`src/rtl/mem_bus_arbiter.sv`:
```
// Two-port arbiter sharing one SRAM-like bus between instruction fetch and MEM-stage data.
// One transaction in flight; flushed fetch responses are dropped rather than withdrawn.
module mem_bus_arbiter #(
  parameter int ADDR_W = 32,
  parameter int DATA_W = 32
) (
  input  logic                  clk,
  input  logic                  rst,

  input  logic                  inst_req,
  input  logic [ADDR_W-1:0]     inst_addr,
  output logic                  inst_addr_ok,
  output logic                  inst_data_ok,
  output logic [DATA_W-1:0]     inst_rdata,

  input  logic                  data_req,
  input  logic                  data_wr,
  input  logic [1:0]            data_size,
  input  logic [DATA_W/8-1:0]   data_wstrb,
  input  logic [ADDR_W-1:0]     data_addr,
  input  logic [DATA_W-1:0]     data_wdata,
  output logic                  data_addr_ok,
  output logic                  data_data_ok,
  output logic [DATA_W-1:0]     data_rdata,

  input  logic                  flush,

  output logic                  bus_req,
  output logic                  bus_wr,
  output logic [1:0]            bus_size,
  output logic [DATA_W/8-1:0]   bus_wstrb,
  output logic [ADDR_W-1:0]     bus_addr,
  output logic [DATA_W-1:0]     bus_wdata,
  input  logic                  bus_addr_ok,
  input  logic                  bus_data_ok,
  input  logic [DATA_W-1:0]     bus_rdata,

  output logic                  busy
);

  localparam int STRB_W = DATA_W / 8;

  typedef enum logic [1:0] {
    S_IDLE = 2'd0,
    S_ADDR = 2'd1,
    S_WAIT = 2'd2
  } state_e;

  typedef enum logic {
    OWN_INST = 1'b0,
    OWN_DATA = 1'b1
  } owner_e;

  state_e              state_q,      state_d;
  owner_e              owner_q,      owner_d;
  owner_e              last_owner_q, last_owner_d;
  logic                discard_q,    discard_d;
  logic                bus_req_q,    bus_req_d;
  logic                busy_q,       busy_d;

  logic [ADDR_W-1:0]   addr_q,       addr_d;
  logic                wr_q,         wr_d;
  logic [1:0]          size_q,       size_d;
  logic [STRB_W-1:0]   wstrb_q,      wstrb_d;
  logic [DATA_W-1:0]   wdata_q,      wdata_d;

  logic                inst_pend;
  logic                data_pend;
  logic                grant_inst;
  logic                addr_hit;
  logic                resp_hit;

  // A flushed fetch never competes; data requests are already gated by MEM.
  assign inst_pend = inst_req & ~flush;
  assign data_pend = data_req;

  always_comb begin
    state_d      = state_q;
    owner_d      = owner_q;
    last_owner_d = last_owner_q;
    discard_d    = discard_q;
    bus_req_d    = bus_req_q;
    busy_d       = busy_q;
    addr_d       = addr_q;
    wr_d         = wr_q;
    size_d       = size_q;
    wstrb_d      = wstrb_q;
    wdata_d      = wdata_q;
    grant_inst   = 1'b0;

    unique case (state_q)
      S_IDLE: begin
        if (inst_pend || data_pend) begin
          // On a tie the port that did not win last time goes first.
          grant_inst   = inst_pend && (!data_pend || (last_owner_q == OWN_DATA));
          state_d      = S_ADDR;
          bus_req_d    = 1'b1;
          busy_d       = 1'b1;
          discard_d    = 1'b0;
          if (grant_inst) begin
            owner_d      = OWN_INST;
            last_owner_d = OWN_INST;
            addr_d       = inst_addr;
            wr_d         = 1'b0;
            size_d       = 2'd2;
            wstrb_d      = '0;
            wdata_d      = '0;
          end else begin
            owner_d      = OWN_DATA;
            last_owner_d = OWN_DATA;
            addr_d       = data_addr;
            wr_d         = data_wr;
            size_d       = data_size;
            wstrb_d      = data_wr ? data_wstrb : '0;
            wdata_d      = data_wdata;
          end
        end
      end

      S_ADDR: begin
        if (flush && (owner_q == OWN_INST)) begin
          discard_d = 1'b1;
        end
        if (bus_addr_ok) begin
          state_d   = S_WAIT;
          bus_req_d = 1'b0;
        end
      end

      S_WAIT: begin
        if (bus_data_ok) begin
          state_d   = S_IDLE;
          busy_d    = 1'b0;
          discard_d = 1'b0;
        end else if (flush && (owner_q == OWN_INST)) begin
          discard_d = 1'b1;
        end
      end

      default: begin
        state_d   = S_IDLE;
        bus_req_d = 1'b0;
        busy_d    = 1'b0;
        discard_d = 1'b0;
      end
    endcase
  end

  always_ff @(posedge clk or negedge rst) begin
    if (!rst) begin
      state_q      <= S_IDLE;
      owner_q      <= OWN_INST;
      last_owner_q <= OWN_INST;
      discard_q    <= 1'b0;
      bus_req_q    <= 1'b0;
      busy_q       <= 1'b0;
      addr_q       <= '0;
      wr_q         <= 1'b0;
      size_q       <= 2'd0;
      wstrb_q      <= '0;
      wdata_q      <= '0;
    end else begin
      state_q      <= state_d;
      owner_q      <= owner_d;
      last_owner_q <= last_owner_d;
      discard_q    <= discard_d;
      bus_req_q    <= bus_req_d;
      busy_q       <= busy_d;
      addr_q       <= addr_d;
      wr_q         <= wr_d;
      size_q       <= size_d;
      wstrb_q      <= wstrb_d;
      wdata_q      <= wdata_d;
    end
  end

  // Slave handshakes only count in the state that is waiting for them.
  assign addr_hit = (state_q == S_ADDR) && bus_addr_ok;
  assign resp_hit = (state_q == S_WAIT) && bus_data_ok;

  assign inst_addr_ok = addr_hit && (owner_q == OWN_INST);
  assign data_addr_ok = addr_hit && (owner_q == OWN_DATA);
  assign inst_data_ok = resp_hit && (owner_q == OWN_INST) && !discard_q;
  assign data_data_ok = resp_hit && (owner_q == OWN_DATA);
  assign inst_rdata   = bus_rdata;
  assign data_rdata   = bus_rdata;

  assign bus_req   = bus_req_q;
  assign bus_wr    = wr_q;
  assign bus_size  = size_q;
  assign bus_wstrb = wstrb_q;
  assign bus_addr  = addr_q;
  assign bus_wdata = wdata_q;
  assign busy      = busy_q;

endmodule

```
`config.mk`:
```
export PLATFORM = sky130hd
export DESIGN_NAME = mem_bus_arbiter
export DESIGN_NICKNAME = d
export VERILOG_FILES = /design/src/rtl/mem_bus_arbiter.sv
export SDC_FILE = /design/constraint.sdc
export NUM_CORES = 1
export LEC_CHECK = 0
export ABC_AREA = 1
export CAP_MARGIN = 5
export CORE_AREA = 2 2 109 111
export CTS_BUF_LIST = sky130_fd_sc_hd__clkbuf_2
export CTS_CLUSTER_SIZE = 28
export DETAILED_ROUTE_END_ITERATION = 7
export DIE_AREA = 0 0 111 113
export PLACE_DENSITY_LB_ADDON = 0.3
export SLEW_MARGIN = 20
export SYNTH_ARGS = -nofsm -noshare
export SYNTH_HDL_FRONTEND = slang
export SYNTH_SLANG_ARGS = --single-unit
export TNS_END_PERCENT = 10
```
`constraint.sdc`:
```
create_clock -name clk -period 3.3 [get_ports clk]
set_clock_uncertainty 0.15 [all_clocks]
set_input_delay 0.495 -clock clk [delete_from_list [all_inputs] [get_ports clk]]
set_output_delay 0.495 -clock clk [all_outputs]
set_load 0.02 [all_outputs]
```
==> results of run 1 <==
registers in the layout (all words and copies together), names as in the netlist:
| signal | cells |
|---|---|
| bus_req | 1 |
| bus_wstrb | 4 |
| bus_addr | 32 |
| bus_wr | 1 |
| last_owner_q | 1 |
| bus_size | 2 |
| bus_wdata | 32 |
| busy | 1 |
| state_q | 2 |
| discard_q | 1 |
routing by layer:
layer / global-route usage / vias up / wire length (um)
met3: 0.0584 / 24 / 1010
met5: 0 / - / 0
met4: 0.0858 / 0 / 304
li1: - / 1829 / -
met2: 0.303 / 161 / 5260
met1: 0.213 / 1672 / 4500
how the worst min path moves through the flow:
stage	start	endpoint	slack, ns
6_report	rst	bus_addr[24]	0.30
5_1_grt	rst	bus_wdata[13]	0.27
4_1_cts	data_wdata[3]	bus_wdata[3]	0.29
3_5_place_dp	bus_size[1]	bus_size[1]	0.31
3_3_place_gp	bus_size[1]	bus_size[1]	0.30
2_1_floorplan	rst	bus_addr[0]	0.05
per-stage QoR:
stage	hold slack, ns	instance area [um2]	cells
floorplan	0.0494	4080	535
global placement	0.305	5560	778
detailed placement	0.308	5560	778
CTS	0.288	5700	795
global route	0.267	5730	796
finish	0.302	5730	796
layout make-up:
cell class                      count  area (um2)  area share
Timing Repair Buffer              194        1950       0.341
Sequential cell                    77        1930       0.336
Multi-Input combinational cell    352        1490       0.259
Tap cell                          143         179      0.0312
Clock inverter                      5        75.1      0.0131
Clock buffer                       11        55.1     0.00961
Inverter                           14        52.6     0.00917
what timing repair did:
item,4_1_cts,5_1_grt
hold buffers,1,0
hold endpoints to repair,77,0
buffers inserted,0,0
resized for setup,0,0
cells in the final DEF (no fill, tap or decap):
cell type and count:
nand2_2 2, nand4_1 3, nand2_1 259, o21ai_0 2, inv_2 2, bufinv_16 2, dlygate4sd3_1 1, buf_4 6
ha_1 3, buf_12 1, nor2_2 1, nand3_1 69, nor3_1 3, nand3b_1 4, nor2_1 3, clkdlybuf4s50_1 185
buf_16 1, inv_1 12, a21oi_1 2, dfrtp_1 77, clkinv_2 3, a21oi_4 1, clkbuf_2 11
power breakdown:
group | switching, mW | internal [mW] | total [mW]
Sequential | 0.240 | 1.38 | 1.62
Clock | 0.314 | 0.254 | 0.568
Combinational | 1.49 | 1.17 | 2.65
logic make-up after synthesis:
family / after synthesis / share of synthesized area
compound gates: 5 / 0.00706
fa+ha+maj: 3 / 0.00921
buf+inv: 106 / 0.165
flops: 77 / 0.473
simple gates: 344 / 0.346
worst max-delay path: stages, from the launching register on:
cell	delay, ns
dfrtp_1	0.45
inv_1	0.09
ha_1	0.22
nand2_1	0.10
nor3_1	0.15
clkdlybuf4s50_1	0.63
==> reports/qor.csv, run 1 <==
metric;value;unit
power_leakage;2.86;nW
grt.total_usage;0.181;
portBuffers;186;
async_flop_share;1.00;
relSlewSlack;0.512;
drt_iter0_markers;268;
period_needed;2.77;ns
synth_top_area_cell;dfrtp_1;
synth-edff-count;0;
fp.dieW;111;um
crit_required;2.65;ns
start_kind;flip-flop;
synthFlopType;dfrtp_1;
syn_avg_cell_area;7.62;um2
reg2reg_depth;7;
finalSetupViolCount;0;
regToRegStartpoint;state_q[0];
critPathLaunch;state_q[0];
fin_nets;793;
synth.ff_latch_count;77;
synthTopCellsByCount;259 x nand2_1, 77 x dfrtp_1, 69 x nand3_1;
n_fill_cell;1091;
clk_pin_slew_worst_paths;0.20;ns
ios;283;
path_max_fanout;4;
grt_antenna_before_repair;0;
core;0.0113;mm2
power_density;845;mW/mm2
via_count;3686;
drt_wl_total;11100;um
dieArea;0.0125;mm2
pre_cts_slack;0.793;ns
max_cap_violations;0;
clock_sinks;77;
synth.cell_area;0.00408;mm2
start_util;0.362;
ys_types;18;
hold_path.class;input port to async pin;
hold_viol;0;
grt_pass1_vias;3876;
period_share;0.838;
htreeDepth;3;
end_kind;primary output;
rsz0062_at_grt;no;
outcome;complete, no violations;
setup_tns;0;ns
drc;0;
finalMaxSlewViolations;0;
numCtsBuffers;9;
syn_to_final_growth;40.6;%
clockRootBuffer;clkbuf_2;
grt_overflow;0;
ys_warn_count;0;
dp_hpwl;7770;um
cts_buffer_depth;2;
clock.fmax;0.362;GHz
finalPower;4.84;mW
firstDrtPassIters;4;
syn_nets;680;
utilization;0.508;
worstSetupPathType;flip-flop to primary output;
core.rowCount;39;
synth_most_common_cell;nand2_1;
reg2reg_to;bus_wdata[2];
grt_pass1_wl;18800;um
yosysSeqAreaShare;0.473;
globalplace.congestion;0.836;
ant_nets;0;
grt_max_degree;78;
r2r_slack;1.19;ns
die_h;113;um
synthTopCellsByArea;dfrtp_1 47%, nand2_1 24%, buf_4 12%;
vdd.ir_drop.worst;0.000446;V
worst_slack;0.534;ns
arrival;2.12;ns
worstMarginPinSlew;0.732;ns
num_antenna_cells;0;
synthDominantCellAreaShare;0.473;
synthCells;535;
insertion_delay;0.49;ns
wl_per_cell;13.9;um
cts_tree;built;
via_per_inst;4.63;
drive_gt1_frac;0.0459;
crit_end;inst_data_ok;
(Power assumes the default switching activity.)
==> run 2, diff against run 1 <==
--- a/config.mk
+++ b/config.mk
@@ -7,11 +7,11 @@
 export LEC_CHECK = 0
 export ABC_AREA = 1
 export CAP_MARGIN = 5
-export CORE_AREA = 2 2 109 111
+export CORE_AREA = 2 2 110 112
 export CTS_BUF_LIST = sky130_fd_sc_hd__clkbuf_2
 export CTS_CLUSTER_SIZE = 28
 export DETAILED_ROUTE_END_ITERATION = 7
-export DIE_AREA = 0 0 111 113
+export DIE_AREA = 0 0 112 114
 export PLACE_DENSITY_LB_ADDON = 0.3
 export SLEW_MARGIN = 20
 export SYNTH_ARGS = -nofsm -noshare
==> constraint.sdc (replaced) <==
create_clock -name clk -period 2.7 [get_ports clk]
set_clock_uncertainty 0.15 [all_clocks]
set_input_delay 0.405 -clock clk [delete_from_list [all_inputs] [get_ports clk]]
set_output_delay 0.405 -clock clk [all_outputs]
set_load 0.02 [all_outputs]
==> run 2 against run 1 <==
  * Die area rose by 1.8%
  * Final cell count rose by 0.38%
  * Critical path depth did not move
  * Via count rose by 0.24%
  * Sequential cell count did not move
  * Count of clock-buffer cells in the layout fell by 2
  * Design area fell by 1.2%
  * Sequential share of layout area rose by 0.42 points
  * Non-clock buffer count did not move
  * Combinational power rose by 22%
  * Global-route usage fell by 0.76 points
  * Critical path type unchanged
  * Critical endpoint unchanged
  * Largest cell class unchanged
==> reports/qor.csv, run 2 (synthesis gave the netlist of run 1 again) <==
metric;value;unit
outcome;complete, no violations;
drt_wl_total;11200;um
grt.total_usage;0.173;
relSlewSlack;0.514;
ant_nets;0;
fp.dieW;112;um
crit_chain;inv_1 > ha_1 > nand2_1 > nor3_1 > dlygate4sd2_1;
htreeDepth;3;
insertion_delay;0.51;ns
dp_hpwl;8040;um
clockRootBuffer;clkbuf_2;
dp_cells;783;
arrival;1.89;ns
clock.fmax;0.409;GHz
finalSetupViolCount;0;
core.rowCount;40;
clock_power_share;0.087;
critical-path-max-stage-delay;0.44;ns
comb_power_share;0.566;
power_density;1010;mW/mm2
switching_share;0.438;
crit_family;buffers and inverters;
slowest_stage;dfrtp_1;
ios;283;
postLayoutCellArea;0.00566;mm2
start_kind;flip-flop;
core;0.0117;mm2
hold_viol;0;
grt_antenna_before_repair;0;
internal_power;3.20;mW
finalMaxSlewViolations;0;
dieArea;0.0128;mm2
num_antenna_cells;0;
seqPwrFrac;0.347;
grt_max_degree;78;
fin_nets;793;
place_area;0.00557;mm2
drc;0;
period_needed;2.44;ns
die_h;114;um
period_share;0.906;
end_kind;primary output;
wl_per_cell;14.0;um
layout_common_cells;259 x nand2_1, 181 x clkdlybuf4s50_1, 77 x dfrtp_1;
cts_buffer_depth;2;
numCtsBuffers;9;
switchingPower;2.49;mW
worst_slack;0.255;ns
layout_commonest_cell;nand2_1;
setup_tns;0;ns
syn_to_final_growth;38.8;%
grt_overflow;0;
drive_gt1_frac;0.0429;
final_cells;799;
globalplace.congestion;0.847;
grt_pass1_wl;18000;um
path_buf_inv;2;
grt_pass1_vias;3675;
cts_tree;built;
worstSetupPathType;flip-flop to primary output;
via_per_inst;4.62;
max_cap_violations;0;
worstMarginPinSlew;0.728;ns
rsz0062_at_grt;no;
firstDrtPassIters;4;
drt_iter0_markers;171;
clk_pin_slew_worst_paths;0.21;ns
hold_path.class;input port to flip-flop;
via_count;3695;
start_util;0.348;
clock_sinks;77;
finalPower;5.69;mW
portBuffers;186;
pre_cts_slack;0.350;ns
vdd.ir_drop.worst;0.000547;V
path_max_fanout;4;
crit_required;2.14;ns
power_leakage;2.85;nW
==> run 2: timing repair <==
action                                  4_1_cts  5_1_grt
buffers inserted                              0        0
gates resized for setup                       4        0
endpoints found under the setup margin        4        0
endpoints found under the hold margin        77        0
hold buffers                                  1        0
==> run 2: area by class of cell <==
| class | count | area (um2) |
|---|---|---|
| Multi-Input combinational cell | 352 | 1490 |
| Clock buffer | 9 | 45.0 |
| Sequential cell | 77 | 1930 |
| Fill cell | 1148 | 6050 |
| Timing Repair Buffer | 194 | 1930 |
| Tap cell | 147 | 184 |
| Clock inverter | 6 | 31.3 |
| Inverter | 14 | 52.6 |
==> run 2: through the flow <==
step	utilization	hold slack, ns
floorplan	-	-0.0406
CTS	0.483	0.205
finish	0.483	0.260
global route	0.483	0.195
global placement	0.476	0.304
detailed placement	0.476	0.309
==> run 2: power groups by stage <==
stage | registers, mW | clock network, mW | logic [mW]
2_1_floorplan | 2.61 | 0 | 1.24
3_3_place_gp | 1.99 | 0 | 3.21
3_5_place_dp | 2.01 | 0 | 3.26
4_1_cts | 1.98 | 0.531 | 3.27
5_1_grt | 2.04 | 0.576 | 3.53
6_report | 1.98 | 0.495 | 3.22
==> run 2: worst paths after layout <==
kind / slack, ns / startpoint / to / cells after the start
worst max-delay path: 0.26 / state_q[0] / inst_data_ok / 5
worst min-delay path: 0.26 / data_wdata[12] / bus_wdata[12] / 3
worst max register to register: 0.68 / state_q[0] / bus_addr[11] / 8
worst min register to register: 0.35 / bus_addr[23] / bus_addr[23] / 2
max in group asynchronous: 1.59 / rst / bus_addr[31] / 2
min in group asynchronous: 0.30 / rst / state_q[0] / 2
==> run 2: layer usage <==
metal / GRT usage / share of wire
met4: 0.0488 / 0.0098
met3: 0.0654 / 0.092
met1: 0.203 / 0.41
met5: 0 / 0
met2: 0.300 / 0.49
==> run 2: worst register-to-register path: cells and delay by family, from the launching register on <==
kind / cells / cell delay (ns)
simple gates: 2 / 0.29
flops: 1 / 0.42
buf+inv: 4 / 0.82
fa+ha+maj: 1 / 0.24
compound gates: 1 / 0.05
==> run 3, diff against run 2 <==
--- a/config.mk
+++ b/config.mk
@@ -12,6 +12,7 @@
 export CTS_CLUSTER_SIZE = 28
 export DETAILED_ROUTE_END_ITERATION = 7
 export DIE_AREA = 0 0 112 114
+export HOLD_SLACK_MARGIN = 0.08
 export PLACE_DENSITY_LB_ADDON = 0.3
 export SLEW_MARGIN = 20
 export SYNTH_ARGS = -nofsm -noshare
==> results of run 3 <==
No change in the layout: final DEF, timing and power equal those of run 2.
